--- config.mk ---
export PLATFORM = sky130hd
export DESIGN_NAME = pe_mac_q
export DESIGN_NICKNAME = d
export VERILOG_FILES = /design/src/rtl/pe_pkg.sv /design/src/rtl/pe_requant.sv /design/src/rtl/pe_mac_q.sv
export SDC_FILE = /design/constraint.sdc
export NUM_CORES = 1
export LEC_CHECK = 0
export ABC_AREA = 0
export CORE_UTILIZATION = 55
export DETAILED_ROUTE_END_ITERATION = 8
export DONT_BUFFER_PORTS = 1
export PLACE_DENSITY_LB_ADDON = 0.3
export RECOVER_POWER = 50
export SLEW_MARGIN = 20
export SYNTH_ARGS = -nofsm -noshare
export SYNTH_HDL_FRONTEND = slang
export SYNTH_SLANG_ARGS = --single-unit
--- constraint.sdc ---
create_clock -name clk -period 30 [get_ports clk]
set_clock_uncertainty 0.1 [all_clocks]
set_input_delay 6 -clock clk [delete_from_list [all_inputs] [get_ports clk]]
set_output_delay 6 -clock clk [all_outputs]
set_load 0.005 [all_outputs]
--- src/rtl/pe_pkg.sv ---
// Shared constants and state encoding for the systolic MAC processing element.
// The array top imports the same defaults.
package pe_pkg;

    localparam int PE_DATA_W = 16;
    localparam int PE_ACC_W  = 40;
    localparam int PE_FRAC_W = 8;
    localparam int PE_OUT_W  = 16;

    typedef enum logic {
        PE_IDLE = 1'b0,
        PE_ACC  = 1'b1
    } pe_state_e;

endpackage

--- src/rtl/pe_requant.sv ---
// Combinational requantiser: round-half-up, arithmetic shift right by FRAC_W,
// then saturate to a signed OUT_W result. The bias/output stage reuses it.
module pe_requant #(
    parameter int ACC_W  = 40,
    parameter int FRAC_W = 8,
    parameter int OUT_W  = 16
) (
    input  logic [ACC_W-1:0] sum_in,
    output logic [OUT_W-1:0] q_out
);

    // One guard bit so the rounding offset can never wrap the sum.
    localparam logic signed [ACC_W:0] Q_MAX = {{(ACC_W-OUT_W+2){1'b0}}, {(OUT_W-1){1'b1}}};
    localparam logic signed [ACC_W:0] Q_MIN = {{(ACC_W-OUT_W+2){1'b1}}, {(OUT_W-1){1'b0}}};

    logic signed [ACC_W:0] sum_ext;
    logic signed [ACC_W:0] sum_rnd;
    logic signed [ACC_W:0] sum_shf;

    assign sum_ext = $signed({sum_in[ACC_W-1], sum_in});

    generate
        if (FRAC_W > 0) begin : g_rnd
            localparam logic signed [ACC_W:0] HALF = (ACC_W+1)'(1) << (FRAC_W-1);
            assign sum_rnd = sum_ext + HALF;
        end else begin : g_no_rnd
            assign sum_rnd = sum_ext;
        end
    endgenerate

    assign sum_shf = sum_rnd >>> FRAC_W;

    always_comb begin
        if (sum_shf > Q_MAX) begin
            q_out = Q_MAX[OUT_W-1:0];
        end else if (sum_shf < Q_MIN) begin
            q_out = Q_MIN[OUT_W-1:0];
        end else begin
            q_out = sum_shf[OUT_W-1:0];
        end
    end

endmodule

--- src/rtl/pe_mac_q.sv ---
// Systolic MAC processing element: accumulates a valid/last framed dot product,
// requantises it and drains the result down the column chain behind upstream traffic.
module pe_mac_q
    import pe_pkg::*;
#(
    parameter int DATA_W = PE_DATA_W,
    parameter int ACC_W  = PE_ACC_W,
    parameter int FRAC_W = PE_FRAC_W,
    parameter int OUT_W  = PE_OUT_W
) (
    input  logic              clk,
    input  logic              rst,
    input  logic [DATA_W-1:0] a_in,
    input  logic [DATA_W-1:0] b_in,
    input  logic              valid_in,
    input  logic              last_in,
    output logic [DATA_W-1:0] a_out,
    output logic [DATA_W-1:0] b_out,
    output logic              valid_out,
    output logic              last_out,
    input  logic [OUT_W-1:0]  c_in,
    input  logic              c_valid_in,
    output logic [OUT_W-1:0]  c_out,
    output logic              c_valid_out,
    output logic              err
);

    pe_state_e state_q, state_d;

    logic [DATA_W-1:0] a_q, b_q;
    logic              valid_q, last_q;
    logic [ACC_W-1:0]  acc_q, acc_d;
    logic [OUT_W-1:0]  pend_q, pend_d;
    logic              pend_valid_q, pend_valid_d;
    logic [OUT_W-1:0]  c_q, c_d;
    logic              c_valid_q, c_valid_d;
    logic              err_q, err_d;

    logic signed [2*DATA_W-1:0] prod;
    logic signed [ACC_W-1:0]    prod_ext;
    logic [ACC_W-1:0]           fin_sum;
    logic [OUT_W-1:0]           fin_q;
    logic                       fin;
    logic                       drain;

    assign prod     = $signed(a_in) * $signed(b_in);
    assign prod_ext = ACC_W'(prod);
    assign fin_sum  = (state_q == PE_ACC) ? acc_q + prod_ext : prod_ext;

    pe_requant #(
        .ACC_W  (ACC_W),
        .FRAC_W (FRAC_W),
        .OUT_W  (OUT_W)
    ) u_requant (
        .sum_in (fin_sum),
        .q_out  (fin_q)
    );

    always_comb begin
        state_d      = state_q;
        acc_d        = acc_q;
        pend_d       = pend_q;
        pend_valid_d = pend_valid_q;
        c_d          = c_q;
        c_valid_d    = 1'b0;
        err_d        = err_q;
        fin          = 1'b0;

        case (state_q)
            PE_IDLE: begin
                if (valid_in) begin
                    if (last_in) begin
                        fin = 1'b1;
                    end else begin
                        acc_d   = prod_ext;
                        state_d = PE_ACC;
                    end
                end
            end
            PE_ACC: begin
                if (valid_in) begin
                    if (last_in) begin
                        fin     = 1'b1;
                        acc_d   = '0;
                        state_d = PE_IDLE;
                    end else begin
                        acc_d = acc_q + prod_ext;
                    end
                end
            end
            default: state_d = PE_IDLE;
        endcase

        // Upstream results always win the column; the local one waits.
        drain = pend_valid_q && !c_valid_in;
        if (c_valid_in) begin
            c_d       = c_in;
            c_valid_d = 1'b1;
        end else if (pend_valid_q) begin
            c_d       = pend_q;
            c_valid_d = 1'b1;
        end

        if (fin) begin
            pend_d       = fin_q;
            pend_valid_d = 1'b1;
            if (pend_valid_q && !drain) begin
                err_d = 1'b1;
            end
        end else if (drain) begin
            pend_valid_d = 1'b0;
        end
    end

    always_ff @(posedge clk) begin
        if (rst) begin
            state_q      <= PE_IDLE;
            a_q          <= '0;
            b_q          <= '0;
            valid_q      <= 1'b0;
            last_q       <= 1'b0;
            acc_q        <= '0;
            pend_q       <= '0;
            pend_valid_q <= 1'b0;
            c_q          <= '0;
            c_valid_q    <= 1'b0;
            err_q        <= 1'b0;
        end else begin
            state_q      <= state_d;
            a_q          <= a_in;
            b_q          <= b_in;
            valid_q      <= valid_in;
            last_q       <= last_in;
            acc_q        <= acc_d;
            pend_q       <= pend_d;
            pend_valid_q <= pend_valid_d;
            c_q          <= c_d;
            c_valid_q    <= c_valid_d;
            err_q        <= err_d;
        end
    end

    assign a_out       = a_q;
    assign b_out       = b_q;
    assign valid_out   = valid_q;
    assign last_out    = last_q;
    assign c_out       = c_q;
    assign c_valid_out = c_valid_q;
    assign err         = err_q;

endmodule

## Word level (Yosys, flattened, before mapping)

Index checks and enable logic that the tools add are counted.

- Memory bits (read-only): 0
- Flip-flop bits (word level): 110
- Memories: 0
- Bits in writable memories: 0
- Word-level logic and storage cells: 48
- Latch bits: 0
- Output and inout port bits: 52

- Add/subtract/negate cells: 2
- Muxes and demuxes: 20
- Divide/modulo/power cells: 0
- Equal/unequal tests: 3
- Order comparisons: 2
- Shift-type cells: 0
- Bitwise gates (word level): 1
- Reductions and logical operators: 8
- Multipliers: 1

Operator list:

| kind | count |
|---|---|
| 40-bit two-way mux | 5 |
| 40-bit one-hot mux with 2 select lines | 1 |
| 16-bit two-way mux | 4 |
| 40-bit by 9-bit adder with 41-bit output, second input constant | 1 |
| 40-bit adder | 1 |
| 33-bit by 16-bit > comparator with 1-bit output, second input constant | 1 |
| 33-bit by 16-bit less-than comparator with 1-bit output, second input constant | 1 |
| 16-bit by 16-bit multiplier with 32-bit output | 1 |
| 1-bit two-way mux | 9 |
| 2-bit inequality test, second input constant | 3 |
| 2-bit nonzero test | 2 |
| 3-bit AND reduction | 1 |
| 1-bit logical AND | 2 |
| 1-bit logical NOT | 2 |
| 1-bit one-hot mux with 2 select lines | 1 |
| 2-bit AND reduction | 1 |
| 1-bit inverter | 1 |

## Depth between registers and ports, before layout

Gate-level depths: netlist of run 1.

- Depth in word-level cells: 7
- Gate-level depth with buffers: 40
- Mapped depth without buffers: 36

## Modules after synthesis

Synthesis of run 1 repeated with hierarchy kept, for this count alone.

- Cells, all modules: 2,050
- Area, all modules: 17,355.4 um2

Modules (own cells, without submodules):

| module | area each (um2) | instances | cells each | sequential area each (um2) |
|---|---|---|---|---|
| pe_mac_q | 16,338.2 | 1 | 1,890 | 2,202.1 |
| pe_requant | 1,017.2 | 1 | 160 | 0.0 |

## Least setup slack after synthesis of run 1

Ideal clock, no wire load.

- Path kind: in2reg
- From: input a_in[15]
- To: register pend_q[4]
- Buffers on the path: 4
- Cell stages on the path: 36
- Data arrival time: 15.313 ns
- Setup time: 0.060 ns
- Slack: 14.527 ns
- Data required time: 29.840 ns
- Cell sequence: clkbuf_1 > nand2_1 > fa_1 > inv_1 > fa_1 > inv_1 > fa_1 > fa_1 > fa_1 > fa_1 > inv_1 > ha_1 > a21oi_1 > o21ai_0 > nor2_1 > or2_2 > o211ai_1 > xnor2_1 > ha_1 > clkbuf_1 > a21oi_1 > o21ai_0 > or3_1 > clkbuf_1 > nand3_1 > o31ai_1 > nor4_1 > a41oi_1 > a211oi_1 > xnor2_1 > or4b_1 > a2111oi_2 > a31o_2 > buf_6 > a22oi_1 > nand2_1

- Longest elaborated chain between the ends: 7
- Elaborated cells on any way between the ends: 8

RTL lines:

| element | RTL line | RTL |
|---|---|---|
| start, declared | pe_mac_q.sv:13 | `input logic [DATA_W-1:0] a_in,` |
| 16-bit by 16-bit multiplier with 32-bit output * | pe_mac_q.sv:46 | `assign prod = $signed(a_in) * $signed(b_in);` |
| 40-bit adder | pe_mac_q.sv:48 | `assign fin_sum = (state_q == PE_ACC) ? acc_q + prod_ext : prod_ext;` |
| 40-bit two-way mux * | pe_mac_q.sv:48 |  |
| 40-bit by 9-bit adder with 41-bit output * | pe_requant.sv:25 | `assign sum_rnd = sum_ext + HALF;` |
| 33-bit by 16-bit less-than comparator with 1-bit output | pe_requant.sv:36 | `end else if (sum_shf < Q_MIN) begin` |
| 16-bit two-way mux | pe_requant.sv:36 |  |
| 16-bit two-way mux * | pe_requant.sv:34 | `if (sum_shf > Q_MAX) begin` |
| end signal, assigned | pe_mac_q.sv:135 | `pend_q <= pend_d;` |
| end, declared | pe_mac_q.sv:33 | `logic [OUT_W-1:0] pend_q, pend_d;` |

Mark *: on every way between the ends. The rest lies on a longest branch, timed or not.
A chain may end at the register's enable or synchronous reset.

## Worst setup path after layout of run 1

- From: input b_in[15]
- To: register pend_q[14]

- Longest elaborated chain between the ends: 7
- Elaborated cells on any way between the ends: 8

RTL lines:

| element | RTL line | RTL |
|---|---|---|
| start, declared | pe_mac_q.sv:14 | `input logic [DATA_W-1:0] b_in,` |
| 16-bit by 16-bit multiplier with 32-bit output * | pe_mac_q.sv:46 |  |
| 40-bit adder | pe_mac_q.sv:48 |  |
| 40-bit two-way mux * | pe_mac_q.sv:48 |  |
| 40-bit by 9-bit adder with 41-bit output * | pe_requant.sv:25 |  |
| 33-bit by 16-bit less-than comparator with 1-bit output | pe_requant.sv:36 |  |
| 16-bit two-way mux | pe_requant.sv:36 |  |
| 16-bit two-way mux * | pe_requant.sv:34 |  |

Marks and branches as above.

==> results of run 1 <==
-- cells in the final DEF, fill, tap and decap left out, types with 6 or more instances in the layout --
master,Yosys,layout
a211oi_1,37,37
a21o_1,20,20
a21oi_1,127,127
a22oi_1,34,34
a31oi_1,12,12
and2_1,147,146
and3_1,21,21
and4_1,6,6
clkbuf_16,0,9
dfxtp_1,110,109
fa_1,263,263
ha_1,122,122
inv_1,327,327
mux2_2,8,8
mux2i_1,25,25
nand2_1,227,227
nand2b_1,18,18
nand3_1,19,19
nand4_1,20,20
nor2_1,148,148
nor2b_1,43,42
nor3_1,34,34
nor3b_1,9,9
nor4_1,13,13
o211a_1,6,6
o211ai_1,19,19
o21a_1,20,20
o21ai_0,60,59
o31ai_1,18,18
or3_1,15,15
xnor2_1,39,39
xor2_1,21,21
-- metrics by stage --
stage,instances,worst slack (ns),hold WS [ns],util (%)
floorplan,2210,14.53,0.336,-
global placement,2549,13.50,0.378,56.6
detailed placement,2550,13.50,0.384,56.6
CTS,2566,13.89,0.403,57.6
global route,2566,13.05,0.432,57.6
finish,2566,13.79,0.401,57.6
-- metal layers --
metal	track usage [%]	routed length [um]	up-vias
met5	0	0	-
met4	10.2	1300	0
met3	4.31	2500	86
met2	51.1	23700	460
met1	37.6	20000	7682
li1	-	-	7128
-- registers in the layout, indices dropped and copies added (netlist names), named ones only --
signal / flops
a_out: 16
acc_q: 40
err: 1
c_valid_out: 1
pend_q: 16
c_out: 16
b_out: 16
valid_out: 1
pend_valid_q: 1
last_out: 1
-- kinds of logic (layout without fill, tap and decap cells) --
| family | after synthesis | in the layout | share of synthesized area, % |
|---|---|---|---|
| buffers and inverters | 433 | 347 | 9.00 |
| AO/OA/AOI/OAI | 439 | 439 | 16.3 |
| multiplexers | 33 | 33 | 1.86 |
| XOR/XNOR | 61 | 61 | 3.00 |
| AND/OR/NAND/NOR | 749 | 749 | 20.7 |
| adder cells (fa/ha/maj) | 385 | 385 | 37.2 |
| flip-flops | 110 | 110 | 12.0 |
-- synthesized netlist by cell type (all sizes together), types with 19 or more instances --
master  count
a211oi     39
nand4      20
xor2       21
inv       327
dfxtp     110
a21o       20
nand2     227
xnor2      39
and2      147
o21a       20
nand3      20
fa        263
and3       21
o21ai      66
o211ai     19
nor2b      43
a21oi     128
ha        122
mux2i      25
clkbuf     93
a22oi      34
nor2      148
nor3       34
-- final cells by class --
class                   instances  area, um2  share of cell area, %
multi-input cells            1667      14400                   76.9
flip-flops and latches        110       2200                   11.7
clock buffers                   9        225                   1.20
clock inverters                 7       90.1                  0.480
inverters                     327       1230                   6.54
repair buffers                  4       32.5                  0.173
well taps                     442        553                   2.95
-- worst max-delay path, delay by kind of cell --
| kind | cells | cell delay [ns] |
|---|---|---|
| AO/OA/AOI/OAI | 14 | 3.39 |
| XOR/XNOR | 1 | 0.77 |
| adder cells (fa/ha/maj) | 8 | 4.05 |
| buffers and inverters | 3 | 0.46 |
| multiplexers | 1 | 0.24 |
| AND/OR/NAND/NOR | 5 | 1.50 |
-- final timing paths --
kind	to	from	slack [ns]
worst max-delay path	pend_q[14]	b_in[15]	13.79
worst min-delay path	acc_q[22]	acc_q[22]	0.40
worst max register to register	pend_q[13]	acc_q[3]	24.17
worst min register to register	acc_q[22]	acc_q[22]	0.40
==> metrics.cfg, run 1 <==
[clocking]
post_cts_buffers = 0
clock_latency_ns = 0.40
htree_levels = 3
clk_pin_slew_ns = 0.08
cts_buffer_depth = 2
cts_buffers = 9
cts_tree = built
cts_num_sinks = 110
cts_hold_buffers = 0
post_cts_resized = 0
clockRootBuffer = clkbuf_16

[drt]
firstDrtPassIters = 5
route.detailed.drc = 0
vias = 15400
wirelength_mm = 47.4
wire_per_inst_um = 18.5
ant_nets = 0
drtIter0Drc = 1189
via_per_inst = 5.98

[synth]
syn_area_um2 = 18300
syn-num-nets = 2648
synth_area_leaders = fa_1 29%, dfxtp_1 12%, ha_1 8.4%, inv_1 6.7%, and2_1 5.0%
syn_inst = 2210
synth_seq_cells = 110
ys_types = 87
synth_top_area_cell = fa_1
synth_warnings = 0
yosysSeqAreaShare_pct = 12.0
synthFlopType = dfxtp_1
async_reset_ff_share_pct = 0
synth-edff-count = 0
synth_top_cell_area_share_pct = 28.8
avgSynthCellArea_um2 = 8.27

[grt]
antenna_found_initial = 0
grt_overflow_total = 0
grt_pass1_vias = 15700
grt_pass1_wl_mm = 78.7
gr-usage-all-layers_pct = 29.5
grt_max_degree = 98

[sta]
drv_slew = 0
finalHoldViolations = 0
clock.fmax_mhz = 61.7
slew_headroom_pct = 18.9
post-route-period-util_pct = 54.0
post-route-min-period_ns = 16.21
setup-tns-final_ns = 0
rsz0062_at_grt = false
setup_viol_count_final = 0
tightest_slew_ns = 1.22

[floorplan]
core_um2 = 32600
start_util_pct = 56.0
die_w_um = 184
io_pins = 105
dieArea_um2 = 34000
rows = 66
chipHeight_um = 184

[setup_path]
start_kind = primary input
critPathKind = primary input to flop
cp-end-kind = flop
cp.required_ns = 30.23
cpMostUsedCell = fa_1
rr_worst_depth = 19
cpPeakStageDelay_ns = 0.77
crit_arrival_ns = 16.44
crit_slowest_cell = xor2_1
crit_fanout = 15

[layout]
nets = 2557
diodes = 0
layout-drive-gt1-share_pct = 2.64
design_area_um2 = 18800
n_fill_cell = 3007
area_delta_synth_final_pct = 2.74

[worst_hold_path]
hold_path_class = flop to flop
hold_path_depth = 2

[placed_design]
port_buffers = 0
dp.final_hpwl_mm = 37.5
place_area_um2 = 18500
gp_congestion = 0.978

[job]
maxCapViolCount = 0

[run_status]
status = complete, no violations

Power of run 1 is left out: the tool's default activity adds up to more than one toggle a clock period on the data nets, which glitch-free logic cannot reach.
==> inputs of run 2 (changes only) <==
- clock period: 30 -> 16.7 ns (I/O delays scaled with it)
==> run 2 against run 1 <==
Net effect: count of clock-buffer cells in the layout is 1 higher; die area stayed put; via count fell by 0.50%; sequential share of layout area did not move; core utilization unchanged; critical path depth unchanged; critical path type unchanged.
==> metrics.cfg, run 2 (synthesis results as in run 1) <==
[drt]
ant_nets = 0  ; unchanged
vias = 15300  ; was 15400
firstDrtPassIters = 6  ; was 5
route.detailed.drc = 0  ; unchanged
drtIter0Drc = 1075  ; was 1189
wirelength_mm = 47.4  ; about the same
via_per_inst = 5.95  ; was 5.98
wire_per_inst_um = 18.5  ; about the same

[setup_path]
cp.required_ns = 16.94  ; was 30.23 ns
cp-end-kind = flop  ; unchanged
rr_endpoint = pend_q[14]  ; was pend_q[13]
crit_arrival_ns = 13.85  ; was 16.44 ns
crit_fanout = 15  ; unchanged
start_kind = primary input  ; unchanged
cpMostUsedCell = fa_1  ; unchanged
cpPeakStageDelay_ns = 0.77  ; about the same
rr_worst_depth = 17  ; was 19
reg2reg_from = acc_q[0]  ; was acc_q[3]
crit_slowest_cell = xor2_1  ; unchanged
reg2reg_slack_ns = 10.87  ; was 24.17 ns
critPathKind = primary input to flop  ; unchanged

[clocking]
clockRootBuffer = clkbuf_16  ; unchanged
cts_buffer_depth = 2  ; unchanged
cts_hold_buffers = 0  ; unchanged
post_cts_buffers = 0  ; unchanged
clock_latency_ns = 0.41  ; was 0.40 ns
htree_levels = 3  ; unchanged
cts_buffers = 9  ; unchanged
cts_num_sinks = 110  ; unchanged
post_cts_resized = 0  ; unchanged
cts_tree = built  ; unchanged
clk_pin_slew_ns = 0.09  ; was 0.08 ns

[worst_hold_path]
hold_path_class = flop to flop  ; unchanged
min_to = acc_q[36]  ; was acc_q[22]
hold_path_depth = 2  ; unchanged
min_from = acc_q[36]  ; was acc_q[22]

[sta]
finalHoldViolations = 0  ; unchanged
post-route-min-period_ns = 13.61
setup-tns-final_ns = 0  ; unchanged
fin_ws_ns = 3.09  ; was 13.79 ns
whs_ns = 0.403  ; was 0.401 ns
setup_viol_count_final = 0  ; unchanged
slew_headroom_pct = 17.7  ; was 18.9%
drv_slew = 0  ; unchanged
clock.fmax_mhz = 73.5
post-route-period-util_pct = 81.5
rsz0062_at_grt = false  ; unchanged
tightest_slew_ns = 1.24  ; was 1.22 ns

[placed_design]
place_inst = 2550  ; unchanged
gp_congestion = 0.973  ; was 0.978
post-place-ws_ns = 2.78  ; was 13.50 ns
dp.final_hpwl_mm = 37.4  ; was 37.5 mm
port_buffers = 0  ; unchanged

[floorplan]
die_w_um = 184  ; unchanged
dieArea_um2 = 34000  ; unchanged
core_um2 = 32600  ; unchanged
start_util_pct = 56.0  ; unchanged
io_pins = 105  ; unchanged
rows = 66  ; unchanged
chipHeight_um = 184  ; unchanged

[layout]
largest_reg_flops = 40  ; unchanged
layout-drive-gt1-share_pct = 2.59  ; was 2.64%
regMostFlops = acc_q  ; unchanged
most-common-layout-cells = 327 x inv_1, 263 x fa_1, 227 x nand2_1, 148 x nor2_1, 146 x and2_1  ; unchanged
diodes = 0  ; unchanged
nets = 2557  ; unchanged
final_common_cell = inv_1  ; unchanged
instances_no_fill = 2566  ; unchanged
area_delta_synth_final_pct = 2.74  ; unchanged
n_fill_cell = 2940  ; was 3007

[grt]
grt_overflow_total = 0  ; unchanged
grt_max_degree = 98  ; unchanged
antenna_found_initial = 0  ; unchanged
grt_pass1_vias = 15700  ; about the same
grt_pass1_wl_mm = 78.3  ; was 78.7 mm
gr-usage-all-layers_pct = 29.5  ; about the same

[job]
maxCapViolCount = 0  ; unchanged

[run_status]
status = complete, no violations  ; unchanged

[run 2: layout make-up]
class	instances	area, um2	share of cell area [%]
multi-input cells	1667	14400	76.9
flip-flops and latches	110	2200	11.7
inverters	327	1230	6.54
well taps	442	553	2.95
clock buffers	10	229	1.22
clock inverters	6	86.3	0.460
repair buffers	4	32.5	0.173
[run 2: how the worst max path moves through the flow]
stage                      end  slack (ns)     start  cells after the start
finish              pend_q[14]        3.09  b_in[15]                     32
global route        pend_q[14]        2.41  b_in[15]                     32
CTS                 pend_q[14]        3.18  b_in[15]                     32
detailed placement  pend_q[14]        2.78  b_in[15]                     32
global placement     pend_q[0]        2.81  b_in[15]                     30
floorplan            pend_q[4]        3.89  a_in[15]                     36
[run 2: critical path, delay by kind of cell]
kind	cells	cell delay [ns]
multiplexers	1	0.23
XOR/XNOR	1	0.77
buffers and inverters	3	0.47
adder cells (fa/ha/maj)	8	4.06
AO/OA/AOI/OAI	14	3.43
AND/OR/NAND/NOR	5	1.54
[run 2: through the flow]
step,utilization [%],cell area (um2)
floorplan,-,18300
global placement,56.6,18500
detailed placement,56.6,18500
CTS,57.6,18800
global route,57.6,18800
finish,57.6,18800
[run 2: metal layers]
| layer | share of wire, % | routed length [um] | global-route usage (%) | up-vias |
|---|---|---|---|---|
| met5 | 0 | 0 | 0 | - |
| met4 | 3.3 | 1560 | 10.7 | 0 |
| met3 | 5.1 | 2410 | 4.37 | 92 |
| met2 | 49 | 23400 | 51.5 | 457 |
| met1 | 42 | 20000 | 37.0 | 7592 |
| li1 | - | - | - | 7138 |
Power of run 2 is left out for the same reason.
==> inputs of run 3 (changes only) <==
- clock period: 16.7 -> 13.2 ns (I/O delays scaled with it)
==> run 3 against run 2 <==
Net effect: sequential share of layout area barely moved; register-to-register slack lost 3.4 ns; worst hold slack worse by 0.0050 ns; final cell count increased by 0.31%; largest cell class unchanged; first-iteration DRC count is 32% higher; global-route usage is 0.44 points higher; cell area rose by 0.30%.
==> metrics.cfg, run 3 (synthesis results as in run 1) <==
[clocking]
post_cts_resized = 0  ; unchanged
clock_latency_ns = 0.39  ; was 0.41 ns
clk_pin_slew_ns = 0.09  ; about the same
cts_hold_buffers = 0  ; unchanged
cts_buffers = 9  ; unchanged
cts_tree = built  ; unchanged
cts_num_sinks = 110  ; unchanged
cts_buffer_depth = 2  ; unchanged
htree_levels = 3  ; unchanged
clockRootBuffer = clkbuf_16  ; unchanged
post_cts_buffers = 0  ; unchanged

[layout]
most-common-layout-cells = 327 x inv_1, 263 x fa_1, 227 x nand2_1, 148 x nor2_1, 146 x and2_1  ; unchanged
regArea_um2 = 2200  ; unchanged
nets = 2565  ; was 2557
regMostFlops = acc_q  ; unchanged
n_fill_cell = 2926  ; was 2940
diodes = 0  ; unchanged
multi_input_area_um2 = 14500  ; was 14400 um2
layout-drive-gt1-share_pct = 3.10  ; was 2.59%
largest_reg_flops = 40  ; unchanged
area_delta_synth_final_pct = 3.05  ; was 2.74%
final_common_cell = inv_1  ; unchanged
instances_no_fill = 2574  ; was 2566

[floorplan]
dieArea_um2 = 34000  ; unchanged
die_w_um = 184  ; unchanged
io_pins = 105  ; unchanged
start_util_pct = 56.0  ; unchanged
chipHeight_um = 184  ; unchanged
rows = 66  ; unchanged
core_um2 = 32600  ; unchanged

[sta]
tightest_slew_ns = 1.25  ; was 1.24 ns
post-route-period-util_pct = 94.2
fin_ws_ns = 0.766  ; was 3.09 ns
rsz0062_at_grt = false  ; unchanged
whs_ns = 0.398  ; was 0.403 ns
setup_viol_count_final = 0  ; unchanged
setup-tns-final_ns = 0  ; unchanged
finalHoldViolations = 0  ; unchanged
slew_headroom_pct = 16.9  ; was 17.7%
clock.fmax_mhz = 80.4
drv_slew = 0  ; unchanged
post-route-min-period_ns = 12.43

[drt]
drtIter0Drc = 1423  ; was 1075
firstDrtPassIters = 6  ; unchanged
wire_per_inst_um = 18.7  ; was 18.5 um
vias = 15400  ; was 15300
ant_nets = 0  ; unchanged
route.detailed.drc = 0  ; unchanged
via_per_inst = 5.98  ; was 5.95
wirelength_mm = 48.1  ; was 47.4 mm

[setup_path]
start_kind = primary input  ; unchanged
reg2reg_from = acc_q[3]  ; was acc_q[0]
critPathKind = primary input to flop  ; unchanged
cpMostUsedCell = fa_1  ; unchanged
crit_slowest_cell = nor4_1  ; was xor2_1
cp-end-kind = flop  ; unchanged
rr_endpoint = pend_q[6]  ; was pend_q[14]
crit_family = adder cells  ; unchanged
rr_worst_depth = 20  ; was 17
crit_fanout = 17  ; was 15
worst-path-buf-inv = 4  ; was 3
cpPeakStageDelay_ns = 0.64  ; was 0.77 ns
cp.required_ns = 13.43  ; was 16.94 ns
crit_arrival_ns = 12.67  ; was 13.85 ns
reg2reg_slack_ns = 7.50  ; was 10.87 ns

[worst_hold_path]
hold_path_depth = 2  ; unchanged
min_to = pend_q[14]  ; was acc_q[36]
min_from = pend_q[14]  ; was acc_q[36]
hold_path_class = flop to flop  ; unchanged

[grt]
gr-usage-all-layers_pct = 29.9  ; was 29.5%
antenna_found_initial = 0  ; unchanged
grt_overflow_total = 0  ; unchanged
grt_max_degree = 98  ; unchanged
grt_pass1_vias = 15700  ; about the same
grt_pass1_wl_mm = 79.2  ; was 78.3 mm

[job]
maxCapViolCount = 0  ; unchanged

[placed_design]
post-place-ws_ns = 0.386  ; was 2.78 ns
dp.final_hpwl_mm = 37.6  ; was 37.4 mm
gp_congestion = 0.962  ; was 0.973
place_inst = 2558  ; was 2550
port_buffers = 0  ; unchanged

[run_status]
status = complete, no violations  ; unchanged

## run 3: cell types whose count changed in the layout (fill, tap and decap cells not counted), moves of 2 or more
| cell | change |
|---|---|
| clkinvlp_4 | +2 |
| nor4_2 | +2 |
| buf_4 | +9 |
| nor4_1 | -2 |
## run 3: worst reg2reg max path, delay by kind of cell, from the launching register on
| family | cells | cell delay [ns] |
|---|---|---|
| xor gates and xnor gates | 1 | 0.11 |
| and+or+nand+nor | 9 | 1.99 |
| AOI/OAI and AO/OA | 6 | 1.86 |
| muxes | 1 | 0.37 |
| DFF | 1 | 0.32 |
| buffers and inverters | 1 | 0.26 |
| adders and majority gates | 2 | 0.58 |
## run 3: final cells by class
type	count	area share [%]
Tap cell	442	2.94
Clock inverter	7	0.405
Sequential cell	110	11.7
Timing Repair Buffer	12	0.478
Multi-Input combinational cell	1667	76.8
Inverter	327	6.52
Clock buffer	9	1.20
## run 3: layer usage
layer  track usage [%]  routed length [um]  part of all wire [%]  vias up
met5                 0                   0                     0        -
met4              11.4                1510                   3.1        0
met3              4.13                2690                   5.6       95
met2              52.1               24000                    50      516
met1              37.7               19900                    41     7640
li1                  -                   -                     -     7146
## run 3: stage by stage
stage               utilization (%)  instance area, um2
floorplan                         -               18300
global placement               56.8               18500
detailed placement             56.8               18500
CTS                            57.7               18800
global route                   57.7               18800
finish                         57.7               18800
## run 3: worst max path at each step
| stage | startpoint | slack [ns] | end | depth (start not counted) |
|---|---|---|---|---|
| 2_1_floorplan | a_in[15] | 1.09 | pend_q[4] | 36 |
| 3_3_place_gp | b_in[3] | 0.64 | pend_q[0] | 30 |
| 3_5_place_dp | b_in[5] | 0.39 | pend_q[14] | 32 |
| 4_1_cts | b_in[5] | 0.74 | pend_q[14] | 32 |
| 5_1_grt | b_in[2] | 0.05 | pend_q[14] | 32 |
| 6_report | b_in[6] | 0.77 | pend_q[0] | 31 |
Power of run 3 is left out for the same reason.
